[src/rtl/rsa_pkg.sv]
// rtl/rsa_pkg.sv - shared constants, types and helpers for the RSA job arbiter
//
// Contents: RSA_WIDTH (default operand width), rsa_state_t (arbiter FSM states),
//           req_idx_t (requester index), idx_to_mask (index -> one-hot ack mask).
package rsa_pkg;

    localparam int RSA_WIDTH = 6;

    typedef enum logic [1:0] {
        ST_IDLE  = 2'd0,
        ST_ISSUE = 2'd1,
        ST_WAIT  = 2'd2,
        ST_RESP  = 2'd3
    } rsa_state_t;

    // Two requesters, so a single bit names one of them.
    typedef logic req_idx_t;

    function automatic logic [1:0] idx_to_mask(input req_idx_t idx);
        return idx ? 2'b10 : 2'b01;
    endfunction

endpackage

[src/rtl/rr_arbiter2.sv]
// rtl/rr_arbiter2.sv - two-way round-robin grant selection
//
// Ports: req[1:0]    request bits from requesters 0 and 1
//        last_grant  requester granted most recently
//        grant_valid at least one request is present
//        grant       chosen requester (meaningful only with grant_valid)
module rr_arbiter2
    import rsa_pkg::*;
(
    input  logic [1:0] req,
    input  req_idx_t   last_grant,
    output logic       grant_valid,
    output req_idx_t   grant
);

    always_comb begin
        grant_valid = |req;
        grant       = last_grant;
        case (req)
            2'b01:   grant = 1'b0;
            2'b10:   grant = 1'b1;
            // On a tie the requester that was not served last goes next.
            2'b11:   grant = ~last_grant;
            default: grant = last_grant;
        endcase
    end

endmodule

[src/rtl/rsa_job_arbiter.sv]
// rtl/rsa_job_arbiter.sv - two-port round-robin job front end for a shared modexp engine
//
// Ports: clk, rst           single clock, synchronous active-high reset
//        req[1:0]           job request per requester
//        n_in, b_in, c_in   per-requester N/B/C, slice i belongs to requester i
//        ack[1:0]           one-cycle completion pulse to the served requester
//        result, err        job outcome, valid while ack is nonzero, held otherwise
//        eng_start          one-cycle start pulse to the engine
//        eng_n/eng_b/eng_c  latched operands, stable through ISSUE and WAIT
//        eng_done           engine completion pulse (only honoured in WAIT)
//        eng_result         engine result, valid with eng_done
// Optional build: define RSA_ARB_TIMEOUT_EN to add a WAIT watchdog of
// TIMEOUT_CYCLES cycles that finishes the job with err=1 and result=0.
module rsa_job_arbiter
    import rsa_pkg::*;
#(
    parameter int WIDTH          = RSA_WIDTH,
    parameter int TIMEOUT_CYCLES = 64
) (
    input  logic               clk,
    input  logic               rst,
    input  logic [1:0]         req,
    input  logic [2*WIDTH-1:0] n_in,
    input  logic [2*WIDTH-1:0] b_in,
    input  logic [2*WIDTH-1:0] c_in,
    output logic [1:0]         ack,
    output logic [WIDTH-1:0]   result,
    output logic               err,
    output logic               eng_start,
    output logic [WIDTH-1:0]   eng_n,
    output logic [WIDTH-1:0]   eng_b,
    output logic [WIDTH-1:0]   eng_c,
    input  logic               eng_done,
    input  logic [WIDTH-1:0]   eng_result
);

    rsa_state_t state;
    req_idx_t   last_grant;   // also identifies the job in flight
    logic       grant_valid;
    req_idx_t   grant_idx;

    rr_arbiter2 u_rr (
        .req         (req),
        .last_grant  (last_grant),
        .grant_valid (grant_valid),
        .grant       (grant_idx)
    );

`ifdef RSA_ARB_TIMEOUT_EN
    localparam int TMO_W = (TIMEOUT_CYCLES > 1) ? $clog2(TIMEOUT_CYCLES) : 1;

    logic [TMO_W-1:0] wait_cnt;
    logic             err_q;

    assign err = err_q;
`else
    // Watchdog compiled out; TIMEOUT_CYCLES has no effect in this build.
    if (TIMEOUT_CYCLES < 1) begin : g_timeout_unused
    end

    assign err = 1'b0;
`endif

    always_ff @(posedge clk) begin
        if (rst) begin
            state      <= ST_IDLE;
            last_grant <= 1'b1;   // port 0 wins the first tie after reset
            ack        <= '0;
            eng_start  <= 1'b0;
            result     <= '0;
            eng_n      <= '0;
            eng_b      <= '0;
            eng_c      <= '0;
`ifdef RSA_ARB_TIMEOUT_EN
            wait_cnt   <= '0;
            err_q      <= 1'b0;
`endif
        end else begin
            ack       <= '0;
            eng_start <= 1'b0;
            case (state)
                ST_IDLE: begin
                    if (grant_valid) begin
                        last_grant <= grant_idx;
                        eng_n      <= grant_idx ? n_in[2*WIDTH-1:WIDTH] : n_in[WIDTH-1:0];
                        eng_b      <= grant_idx ? b_in[2*WIDTH-1:WIDTH] : b_in[WIDTH-1:0];
                        eng_c      <= grant_idx ? c_in[2*WIDTH-1:WIDTH] : c_in[WIDTH-1:0];
                        eng_start  <= 1'b1;
                        state      <= ST_ISSUE;
                    end
                end
                ST_ISSUE: begin
`ifdef RSA_ARB_TIMEOUT_EN
                    wait_cnt <= '0;
`endif
                    state <= ST_WAIT;
                end
                ST_WAIT: begin
                    if (eng_done) begin
                        result <= eng_result;
                        ack    <= idx_to_mask(last_grant);
`ifdef RSA_ARB_TIMEOUT_EN
                        err_q  <= 1'b0;
`endif
                        state  <= ST_RESP;
                    end
`ifdef RSA_ARB_TIMEOUT_EN
                    // wait_cnt counts completed WAIT cycles; this is the last allowed one.
                    else if (wait_cnt == TMO_W'(TIMEOUT_CYCLES - 1)) begin
                        result <= '0;
                        err_q  <= 1'b1;
                        ack    <= idx_to_mask(last_grant);
                        state  <= ST_RESP;
                    end else begin
                        wait_cnt <= wait_cnt + 1'b1;
                    end
`endif
                end
                ST_RESP: begin
                    state <= ST_IDLE;
                end
                default: begin
                    state <= ST_IDLE;
                end
            endcase
        end
    end

endmodule
[config.mk]
export PLATFORM = sky130hd
export DESIGN_NAME = rsa_job_arbiter
export DESIGN_NICKNAME = d
export VERILOG_FILES = /design/src/rtl/rsa_pkg.sv /design/src/rtl/rr_arbiter2.sv /design/src/rtl/rsa_job_arbiter.sv
export SDC_FILE = /design/constraint.sdc
export NUM_CORES = 1
export LEC_CHECK = 0
export BUFFER_PORTS_ARGS = -buffer_cell sky130_fd_sc_hd__clkbuf_2
export CAP_MARGIN = 40
export CORE_ASPECT_RATIO = 0.6
export CORE_UTILIZATION = 46
export DETAILED_ROUTE_END_ITERATION = 10
export GPL_ROUTABILITY_DRIVEN = 0
export GPL_TIMING_DRIVEN = 0
export PLACE_DENSITY = 0.83
export SLEW_MARGIN = 20
export SYNTH_ARGS = -nofsm -noshare
export SYNTH_HDL_FRONTEND = slang
export SYNTH_HIERARCHICAL = 1
export SYNTH_SLANG_ARGS = --single-unit
[constraint.sdc]
create_clock -name clk -period 2.4 [get_ports clk]
set_input_delay 0.48 -clock clk [delete_from_list [all_inputs] [get_ports clk]]
set_output_delay 0.48 -clock clk [all_outputs]
set_load 0.05 [all_outputs]
=== After elaboration in Yosys (flattened, before gate mapping) ===
Index checks and enable logic that the tools add are counted.

* Register bits after elaboration: 30
* Bits of input ports: 47
* Output and inout bits: 28

* Eq/ne operators: 8
* Mux-type cells: 9
* Bitwise logic cells: 4
* Reductions and logical operators: 7

{| class="wikitable"
|+ Operator list
! cell !! count
|-
| $mux 6 || 3
|-
| $eq 2x2->1 const B || 4
|-
| $pmux 2 s4 || 1
|-
| $mux 2 || 3
|-
| $reduce_and 2->1 || 3
|-
| $eq 2x1->1 const B || 2
|-
| $ne 2x2->1 const B || 2
|-
| $not 1->1 || 4
|-
| $reduce_or 2->1 || 2
|-
| $pmux 1 s3 || 1
|-
| $reduce_or 3->1 || 1
|-
| $logic_not 2->1 || 1
|-
| $mux 1 || 1
|}

=== Logic depth before layout (Yosys ltp) ===
Gate-level depths: netlist (run 1).

* Depth after elaboration: 3
* Gate-level depth with buffers: 7
* Mapped depth without buffers: 5

=== Hierarchy ===
The synthesis (run 1) kept the hierarchy.

{| class="wikitable"
|+ Modules (own cells, without submodules)
! module !! times used !! cells an instance !! area each (µm²) !! sequential area each (µm²)
|-
| rsa_job_arbiter || 1 || 134 || 1307.5 || 600.6
|-
| rr_arbiter2 || 1 || 3 || 20.0 || 0.0
|}

=== Least setup slack after synthesis (run 1) ===
OpenSTA, ideal clock, no wires.

* Path kind: input to register
* Start point: input port req[0]
* End point: register eng_n[5]
* Library setup time: 0.118 ns
* Arrival: 1.254 ns
* Data required time: 2.282 ns
* Slack: 1.028 ns
* Cell stages on the path: 6
* Path buffers: 2
* Path through: or2_1 > and2_4 > buf_8 > buf_12 > o21ai_2 > a21oi_2

* Longest elaborated chain between the ends: 3
* Elaborated cells between the ends (all ways): 7
* Classes of those cells: eq/ne: 3; mux: 2; reduce/logical: 2

{| class="wikitable"
|+ Ends and longest elaborated chain
! what !! RTL line !! source
|-
| start: declaration || rsa_job_arbiter.sv:22 || <nowiki>input logic [1:0] req,</nowiki>
|-
| $eq 2x2->1 / $eq 2x1->1 (equally long branches) || rr_arbiter2.sv:19 || <nowiki>case (req)</nowiki>
|-
| $pmux 1 s3 || rr_arbiter2.sv:19 ||
|-
| $mux 6 || rsa_job_arbiter.sv:85 || <nowiki>eng_n <= grant_idx ? n_in[2*WIDTH-1:WIDTH] : n_in[WIDTH-1:0];</nowiki>
|-
| end signal: assignment || rsa_job_arbiter.sv:85 ||
|-
| end: declaration || rsa_job_arbiter.sv:30 || <nowiki>output logic [WIDTH-1:0] eng_n,</nowiki>
|}

Parallel ways exist; a longest one is shown, timed or not.
A chain may end at the register's enable or synchronous reset.

=== Worst setup path in the final report (run 1) ===
* Start point: register eng_n[5]
* End point: output port eng_n[5]

No word-level cell between the ends.

==> results_dict.tcl, run 1 <==
set metrics [dict create \
    maxCapViolations 0 \
    rows 14 \
    ys_seq_elements 30 \
    start_util_pct 50.86 \
    post-route-min-period_ns 1.402 \
    clock_latency_ns 0.28 \
    yosys.area.top_type "dfxtp_1" \
    finalMaxSlewViolations 0 \
    track_usage_pct 23.47 \
    design.core.area_um2 2610 \
    async_reset_ff_share_pct 0 \
    antenna_found_initial 0 \
    path_buf_inv 1 \
    cp-start-kind "flip-flop" \
    synth_edf_count 0 \
    fin_hold_ws_ns 0.3999 \
    syn_to_final_growth_pct 36.66 \
    p_per_area_nw_per_um2 1323 \
    hpwl_um 2494 \
    synthCells 137 \
    layout-drive-gt1-share_pct 44.44 \
    num-fill-cells 213 \
    via_per_inst 5.060 \
    syn_area_um2 1328 \
    crit_family "flip-flops" \
    path_cells "clkbuf_2" \
    synth_cell_types 25 \
    rsz0062_at_grt "false" \
    cts_sinks 30 \
    finalHoldViolations 0 \
    postCtsHoldBufs 0 \
    synthFlopType "dfxtp_1" \
    drtIter0Drc 42 \
    power.leakage_nw 0.9309 \
    die_x_um 71.36 \
    detail-route-antenna-nets 0 \
    cp_slowest_cell "dfxtp_1" \
    violations "DRC" \
    dieHeight_um 43.61 \
    fin_nets 264 \
    grt_pass1_vias 1255 \
    post_cts_buffers 0 \
    critPathMaxStageDelay_ns 0.35 \
    grt_max_degree 11 \
    pin_count 75 \
    cts_buffer_depth 2 \
    finalSetupViolCount 0 \
    drc 1 \
    cts_root_buffer "clkbuf_8" \
    grt_pass1_wl_um 5402 \
    yosys.cell_count.top_type "dfxtp_1" \
    fin_crit_sh_pct 58.43 \
    via_count 1255 \
    critPathRequiredTime_ns 1.92 \
    timing.setup.tns_ns 0 \
    cts_max_level 2 \
    fin_ws_ns 0.9977 \
    multi_input_area_um2 581.8 \
    clock-skew-final_ns 0.003493 \
    grt.overflow.total 0 \
    netlist_top_cells_area "dfxtp_1 (45%), mux2i_1 (16%), a21oi_1 (8.7%), o21ai_0 (6.4%), buf_12 (3.0%)" \
    crit_arrival_ns 0.92 \
    peakVddDrop_mv 0.7924 \
    cts_tree "done" \
    synth_warnings 6 \
    clkTransAtPathRegs_ns 0.06 \
    status "finished, violations left" \
    synth_common_cells "dfxtp_1 (30), a21oi_1 (23), mux2i_1 (21)" \
    regArea_um2 600.6 \
    post_cts_resize_count 0 \
    hold_path_class "input pin to flip-flop" \
    numPortBuffers 71 \
    wirelength_um 3257 \
    cts_buffers 5 \
    clock.fmax_mhz 713.1 \
    critPathKind "flip-flop to output pin" \
    die_area_um2 3112 \
    synth_top_area_share_pct 45.24 \
    drtPass1Iterations 7 \
    wl_per_cell_um 13.13 \
    ys_seq_area_share_pct 45.24 \
    dp_slack_ns 0.8604 \
    syn_area_per_cell_um2 9.690 \
    regToRegSetupSlack_ns 1.0 \
    synth_nets 186 \
    antenna_cells 0 \
    endpoint_kind "output pin" \
    cp_max_fo 2 \
]
logic make-up after synthesis:
group           Yosys count  synth area share, %
fa+ha+maj                 2                1.885
other cells               1               0.2825
simple gates             21                7.635
buf+inv                  18                10.93
compound gates           44                18.19
flops                    30                45.24
mux                      21                15.83
per-layer routing:
layer  vias up  part of all wire, %  GRT usage [%]  wire [um]
li1        628                    -              -          -
met1       583                   42          26.02       1371
met2        38                   50          40.38       1634
met3         6                  6.0          10.23        197
met4         0                  1.7          9.600         54
met5         -                    0              0          0
path summary, 6_finish.rpt:
path | endpoint | startpoint | depth (start not counted)
worst max-delay path | eng_n[5] | eng_n[5]$_SDFFE_PP0P_ | 1
worst min-delay path | result[4]$_SDFFE_PP0P_ | rst | 2
worst max register to register | eng_n[5]$_SDFFE_PP0P_ | last_grant$_SDFFE_PP1P_ | 5
worst min register to register | result[5]$_SDFFE_PP0P_ | result[5]$_SDFFE_PP0P_ | 2
layout make-up:
class | instances | share of cell area [%]
clock buffer | 7 | 4.759
multi-input combinational | 89 | 32.07
tap | 32 | 2.207
inverter | 6 | 1.241
sequential | 30 | 33.10
buffer | 12 | 6.759
timing repair buffer | 71 | 19.59
clock inverter | 1 | 0.2759
placed cells by master, fill, tap and decap left out, drive strengths merged:
| master | count |
|---|---|
| buf | 11 |
| nand2 | 10 |
| mux2i | 21 |
| inv | 6 |
| conb | 1 |
| dfxtp | 30 |
| clkbuf | 79 |
| and2 | 2 |
| a22oi | 1 |
| nor3b | 1 |
| nor3 | 1 |
| clkinv | 1 |
| a21oi | 24 |
| or2 | 1 |
| o21ai | 18 |
| nand3 | 6 |
| o221a | 1 |
| ha | 2 |
stage by stage:
step,power [mW],instances,utilization (%),cell area (um^2)
after global placement,1.944,240,66.01,1723
after floorplan,1.706,137,-,1328
after global routing,2.534,248,69.51,1814
after detailed placement,1.988,240,66.01,1723
after CTS,2.404,248,69.51,1814
final,2.400,248,69.51,1814
worst register-to-register path, stage by stage (launching register included):
cell	delay (ns)
dfxtp_1	0.38
mux2i_1	0.24
buf_6	0.21
buf_12	0.16
mux2i_1	0.23
a21oi_2	0.07
registers in the layout, summed over array words and instances, names as in the netlist:
signal,flops
state,2
eng_c,6
eng_start,1
eng_b,6
ack,2
last_grant,1
eng_n,6
result,6
power breakdown:
group	total [mW]	internal (mW)	switching, mW
combinational	1.25	0.394	0.852
sequential	0.736	0.656	0.0802
clock	0.417	0.231	0.186
Power figures use the tool's default switching activity.
==> inputs of run 2 (changes only) <==
--- a/config.mk
+++ b/config.mk
@@ -5,14 +5,15 @@
 export SDC_FILE = /design/constraint.sdc
 export NUM_CORES = 1
 export LEC_CHECK = 0
+export ABC_AREA = 1
 export BUFFER_PORTS_ARGS = -buffer_cell sky130_fd_sc_hd__clkbuf_2
 export CAP_MARGIN = 40
 export CORE_ASPECT_RATIO = 0.6
-export CORE_UTILIZATION = 46
+export CORE_UTILIZATION = 40
 export DETAILED_ROUTE_END_ITERATION = 10
 export GPL_ROUTABILITY_DRIVEN = 0
 export GPL_TIMING_DRIVEN = 0
-export PLACE_DENSITY = 0.83
+export PLACE_DENSITY = 0.75
 export SLEW_MARGIN = 20
 export SYNTH_ARGS = -nofsm -noshare
 export SYNTH_HDL_FRONTEND = slang
==> constraint.sdc (replaced) <==
create_clock -name clk -period 1.14 [get_ports clk]
set_input_delay 0.228 -clock clk [delete_from_list [all_inputs] [get_ports clk]]
set_output_delay 0.228 -clock clk [all_outputs]
set_load 0.05 [all_outputs]
==> results_dict.tcl, run 2 <==
set metrics [dict create \
    endpoint_kind "output pin" \
    fin_hold_ws_ns 0.1852 \
    hold_path_class "input pin to flip-flop" \
    rows 16 \
    track_usage_pct 18.68 \
    crit_arrival_ns 0.89 \
    async_reset_ff_share_pct 0 \
    final_area_um2 2157 \
    yosys.area.top_type "dfxtp_1" \
    grt.overflow.total 0 \
    drc 0 \
    dieHeight_um 48.96 \
    layout_commonest_cell "clkbuf_2" \
    antenna_found_initial 0 \
    cts_tree "done" \
    cts_buffer_depth 2 \
    power.leakage_nw 1.237 \
    netlist_top_cells_area "dfxtp_1 (41%), nand2_1 (15%), inv_1 (11%), a21oi_1 (6.8%), nand3_1 (6.5%)" \
    cp_max_fo 2 \
    synth_edf_count 0 \
    pin_count 75 \
    post-route-min-period_ns 1.118 \
    ys_seq_elements 30 \
    cp-start-kind "flip-flop" \
    path_cells "clkbuf_2" \
    wl_per_cell_um 10.41 \
    design.core.area_um2 3383 \
    clock_latency_ns 0.27 \
    synthCells 217 \
    clock-skew-final_ns 0.004208 \
    hpwl_um 2530 \
    power_mw 6.156 \
    antenna_cells 0 \
    status "finished clean" \
    cts_root_buffer "clkbuf_8" \
    syn_to_final_growth_pct 46.72 \
    timing.setup.tns_ns 0 \
    grt_pass1_vias 1271 \
    finalMaxSlewViolations 0 \
    crit_family "flip-flops" \
    numPortBuffers 73 \
    syn_area_um2 1470 \
    detail-route-antenna-nets 0 \
    fin_util_pct 63.76 \
    p_per_area_nw_per_um2 2854 \
    ys_seq_area_share_pct 40.85 \
    wirelength_um 3622 \
    peakVddDrop_mv 1.357 \
    start_util_pct 43.45 \
    fin_crit_sh_pct 98.04 \
    maxCapViolations 0 \
    finalSetupViolCount 0 \
    grt_pass1_wl_um 5575 \
    dp_slack_ns -0.1171 \
    yosys.cell_count.top_type "nand2_1" \
    critPathMaxStageDelay_ns 0.33 \
    die_area_um2 3930 \
    critPathRequiredTime_ns 0.91 \
    synth_warnings 6 \
    cts_buffers 5 \
    fin_nets 352 \
    drtIter0Drc 31 \
    finalHoldViolations 0 \
    synth_top_area_share_pct 40.85 \
    cp_slowest_cell "dfxtp_1" \
    path_buf_inv 1 \
    clock.fmax_mhz 894.8 \
    clkTransAtPathRegs_ns 0.06 \
    critPathKind "flip-flop to output pin" \
    synth_common_cells "nand2_1 (59), inv_1 (45), dfxtp_1 (30)" \
    final_cell_mix "clkbuf_2 (56), nand2_1 (50), inv_1 (42)" \
    synthFlopType "dfxtp_1" \
    die_x_um 80.27 \
    via_count 1530 \
    synth_nets 266 \
    cts_sinks 30 \
    grt_max_degree 20 \
    syn_area_per_cell_um2 6.775 \
    layout-drive-gt1-share_pct 41.25 \
    dp_cells 335 \
    fin_ws_ns 0.02239 \
    via_per_inst 4.397 \
    synth_cell_types 21 \
    stdcell_count 348 \
    placedInstanceArea_um2 1892 \
    rsz0062_at_grt "true" \
    cts_max_level 2 \
    drtPass1Iterations 4 \
]
==> run 2: changes by cell type after synthesis, moves of 2 or more <==
cell / change
a21oi_1: -3
buf_12: -2
buf_4: -2
buf_6: +2
inv_1: +40
mux2i_1: -21
nand2_1: +49
nand2_2: +4
nand3_1: +13
nor2_1: +14
o21ai_0: -10
==> run 2: cell type report <==
cell class / instances / area, um^2
fillers: 342 / 1226
multi-input cells: 131 / 684.4
flip-flops and latches: 30 / 606.8
repair buffers: 80 / 451.7
inverters: 47 / 196.4
plain buffers: 8 / 85.08
clock buffers: 7 / 76.32
well taps: 45 / 56.30
==> run 2: worst paths after layout <==
kind                            from                      to  slack (ns)  cells after the start
max            eng_b[0]$_SDFFE_PP0P_                eng_b[0]        0.02                      1
min                    eng_result[3]  result[3]$_SDFFE_PP0P_        0.19                      3
min reg2reg  last_grant$_SDFFE_PP1P_       ack[0]$_SDFF_PP0_        0.45                      1
max reg2reg    state[0]$_SDFFE_PP0P_   eng_b[3]$_SDFFE_PP0P_        0.02                      8
==> run 2: timing repair <==
| action | in CTS | in global routing |
|---|---|---|
| buffers inserted | 5 | 1 |
| pin swaps | 1 | 11 |
| cloned | 0 | 1 |
| hold buffers | 0 | 0 |
| setup endpoints to repair | 25 | 40 |
| gates resized for setup | 9 | 50 |
==> run 2: kinds of logic (layout without fill, tap and decap cells) <==
group	after synthesis	after routing	synth area share, %
fa+ha+maj	2	2	1.702
simple gates	100	100	28.85
flops	30	30	40.85
other cells	1	1	0.2551
compound gates	28	28	9.702
buf+inv	56	142	18.64
==> run 2: power breakdown <==
part | internal, mW | leakage [nW] | switching (mW)
combinational | 1.30 | 0.950 | 2.46
sequential | 1.43 | 0.248 | 0.181
clock | 0.419 | 0.0383 | 0.371
total | 3.15 | 1.24 | 3.01
==> run 2: metal layers <==
metal / vias up / wire, um / track usage, %
li1: 822 / - / -
met1: 653 / 1779 / 23.37
met2: 51 / 1576 / 30.48
met3: 4 / 239 / 5.794
met4: 0 / 26 / 6.250
met5: - / 0 / 0
==> inputs of run 3 (changes only) <==
--- a/config.mk
+++ b/config.mk
@@ -6,7 +6,7 @@
 export NUM_CORES = 1
 export LEC_CHECK = 0
 export ABC_AREA = 1
-export BUFFER_PORTS_ARGS = -buffer_cell sky130_fd_sc_hd__clkbuf_2
+export BUFFER_PORTS_ARGS = -buffer_cell sky130_fd_sc_hd__buf_4
 export CAP_MARGIN = 40
 export CORE_ASPECT_RATIO = 0.6
 export CORE_UTILIZATION = 40
==> results_dict.tcl, run 3 (synthesis results as in run 2) <==
set metrics [dict create \
    critPathMaxStageDelay_ns 0.36 \
    drc 0 \
    hpwl_um 2575 \
    antenna_found_initial 0 \
    grt_max_degree 20 \
    die_area_um2 3930 \
    grt_pass1_vias 1259 \
    hold_path_class "input pin to flip-flop" \
    clkTransAtPathRegs_ns 0.06 \
    final_cell_mix "buf_4 (81), inv_1 (41), nand2_1 (39)" \
    fin_hold_ws_ns 0.1911 \
    crit_arrival_ns 1.35 \
    drtIter0Drc 36 \
    wl_per_cell_um 11.84 \
    final_area_um2 2556 \
    violations "setup timing" \
    cts_root_buffer "clkbuf_8" \
    maxCapViolations 0 \
    cts_buffers 5 \
    regToRegStartpoint "last_grant$_SDFFE_PP1P_" \
    p_sw_share_pct 47.39 \
    rr_worst_depth 9 \
    power_mw 6.894 \
    wirelength_um 4226 \
    placedInstanceArea_um2 2074 \
    syn_to_final_growth_pct 73.87 \
    regToRegSetupSlack_ns -0.02 \
    finalHoldViolations 0 \
    endpoint_kind "flip-flop" \
    critPathKind "flip-flop to flip-flop" \
    critPathRequiredTime_ns 1.33 \
    clock_latency_ns 0.28 \
    clock-skew-final_ns 0.005277 \
    hp-start "eng_result[5]" \
    p_sw_mw 3.267 \
    path_cells "inv_2 -> nand2_2 -> nand2_2 -> buf_12 -> clkbuf_16 -> nand2_2 -> nand3_2 -> nand2_1 -> inv_1" \
    rows 16 \
    worstHoldEndpoint "result[5]$_SDFFE_PP0P_" \
    die_x_um 80.27 \
    finalSetupViolCount 2 \
    cts_sinks 30 \
    post-route-min-period_ns 1.161 \
    p_comb_share_pct 64.5 \
    clock_power_share_pct 11.6 \
    power.leakage_nw 1.385 \
    cp-start-kind "flip-flop" \
    design.core.area_um2 3383 \
    cts_tree "done" \
    cp_slowest_cell "dfxtp_2" \
    min_path_cells 3 \
    cp_max_fo 7 \
    status "finished, violations left" \
    r2r_end "eng_n[1]$_SDFFE_PP0P_" \
    crit_family "buffers and inverters" \
    finalMaxSlewViolations 0 \
    via_per_inst 4.437 \
    path_buf_inv 4 \
    p_per_area_nw_per_um2 2697 \
    postCtsHoldBufs 0 \
    detail-route-antenna-nets 0 \
    layout_commonest_cell "buf_4" \
    via_count 1584 \
    clock.fmax_mhz 861.0 \
    seqPwrFrac_pct 23.9 \
    fin_ws_ns -0.02144 \
    drtPass1Iterations 4 \
    fin_crit_sh_pct 101.9 \
    peakVddDrop_mv 1.438 \
    pin_count 75 \
    antenna_cells 0 \
    intPower_mw 3.627 \
    dieHeight_um 48.96 \
    rsz0062_at_grt "true" \
    cts_buffer_depth 2 \
    grt.overflow.total 0 \
    cp_common_cell "nand2_2" \
    start_util_pct 43.45 \
    layout-drive-gt1-share_pct 49.68 \
    cts_max_level 2 \
    fin_nets 361 \
    numPortBuffers 73 \
    grt_pass1_wl_um 5540 \
    track_usage_pct 18.81 \
]
==> run 3: cell type report <==
cell class | count | area, um^2
buffer | 8 | 95.09
clock buffer | 7 | 76.32
fill | 275 | 827.0
inverter | 47 | 202.7
multi-input combinational | 132 | 802.0
sequential | 30 | 606.8
tap | 45 | 56.30
timing repair buffer | 86 | 699.4
timing repair inverter | 2 | 17.52
==> run 3: worst max-delay path by stage <==
stage                                        from                     to  slack [ns]  cells past startpoint
after CTS                   state[1]$_SDFFE_PP0P_  eng_n[2]$_SDFFE_PP0P_       0.002                      8
after global placement      state[0]$_SDFFE_PP0P_  eng_n[2]$_SDFFE_PP0P_       -0.10                      8
after global routing      last_grant$_SDFFE_PP1P_  eng_n[0]$_SDFFE_PP0P_       -0.06                      9
final                     last_grant$_SDFFE_PP1P_  eng_n[1]$_SDFFE_PP0P_       -0.02                      9
after detailed placement    state[0]$_SDFFE_PP0P_  eng_b[4]$_SDFFE_PP0P_       -0.12                      8
after floorplan             state[0]$_SDFFE_PP0P_  eng_b[3]$_SDFFE_PP0P_        0.04                      8
==> run 3: power by group through the flow <==
stage	logic (mW)	clock network, mW	registers [mW]
3_5_place_dp	3.37	0	1.61
2_1_floorplan	1.41	0	2.66
6_report	4.45	0.798	1.65
5_1_grt	4.75	0.859	1.69
4_1_cts	3.56	0.798	1.60
3_3_place_gp	3.34	0	1.60
==> run 3: layer usage <==
metal,global-route usage [%],wire length [um],part of all wire (%)
met5,0,0,0
met4,6.250,45,1.1
met3,7.850,381,9.0
met2,27.35,1788,42
met1,25.00,2010,48
==> run 3: worst register-to-register path: stages (launching register included) <==
cell and delay (ns):
dfxtp_2 0.36, inv_2 0.04, nand2_2 0.06, nand2_2 0.06, buf_12 0.15, clkbuf_16 0.17, nand2_2 0.06, nand3_2 0.06
nand2_1 0.06, inv_1 0.03
==> run 3: metrics by stage <==
| stage | TNS, ns | instances | util (%) | setup WS, ns |
|---|---|---|---|---|
| global placement | -1.411 | 335 | 61.32 | -0.1044 |
| CTS | 0 | 347 | 65.20 | 0.001586 |
| global route | -0.8087 | 357 | 75.55 | -0.05943 |
| detailed placement | -1.783 | 335 | 61.32 | -0.1227 |
| floorplan | 0 | 217 | - | 0.04357 |
| finish | -0.04166 | 357 | 75.55 | -0.02144 |
==> run 3: timing repair <==
| item | CTS | global route |
|---|---|---|
| cloned | 0 | 5 |
| endpoints found under the hold margin | 0 | 0 |
| setup buffers | 6 | 5 |
| gates resized for setup | 7 | 67 |
| setup endpoints to repair | 24 | 25 |
| pin swaps | 0 | 34 |
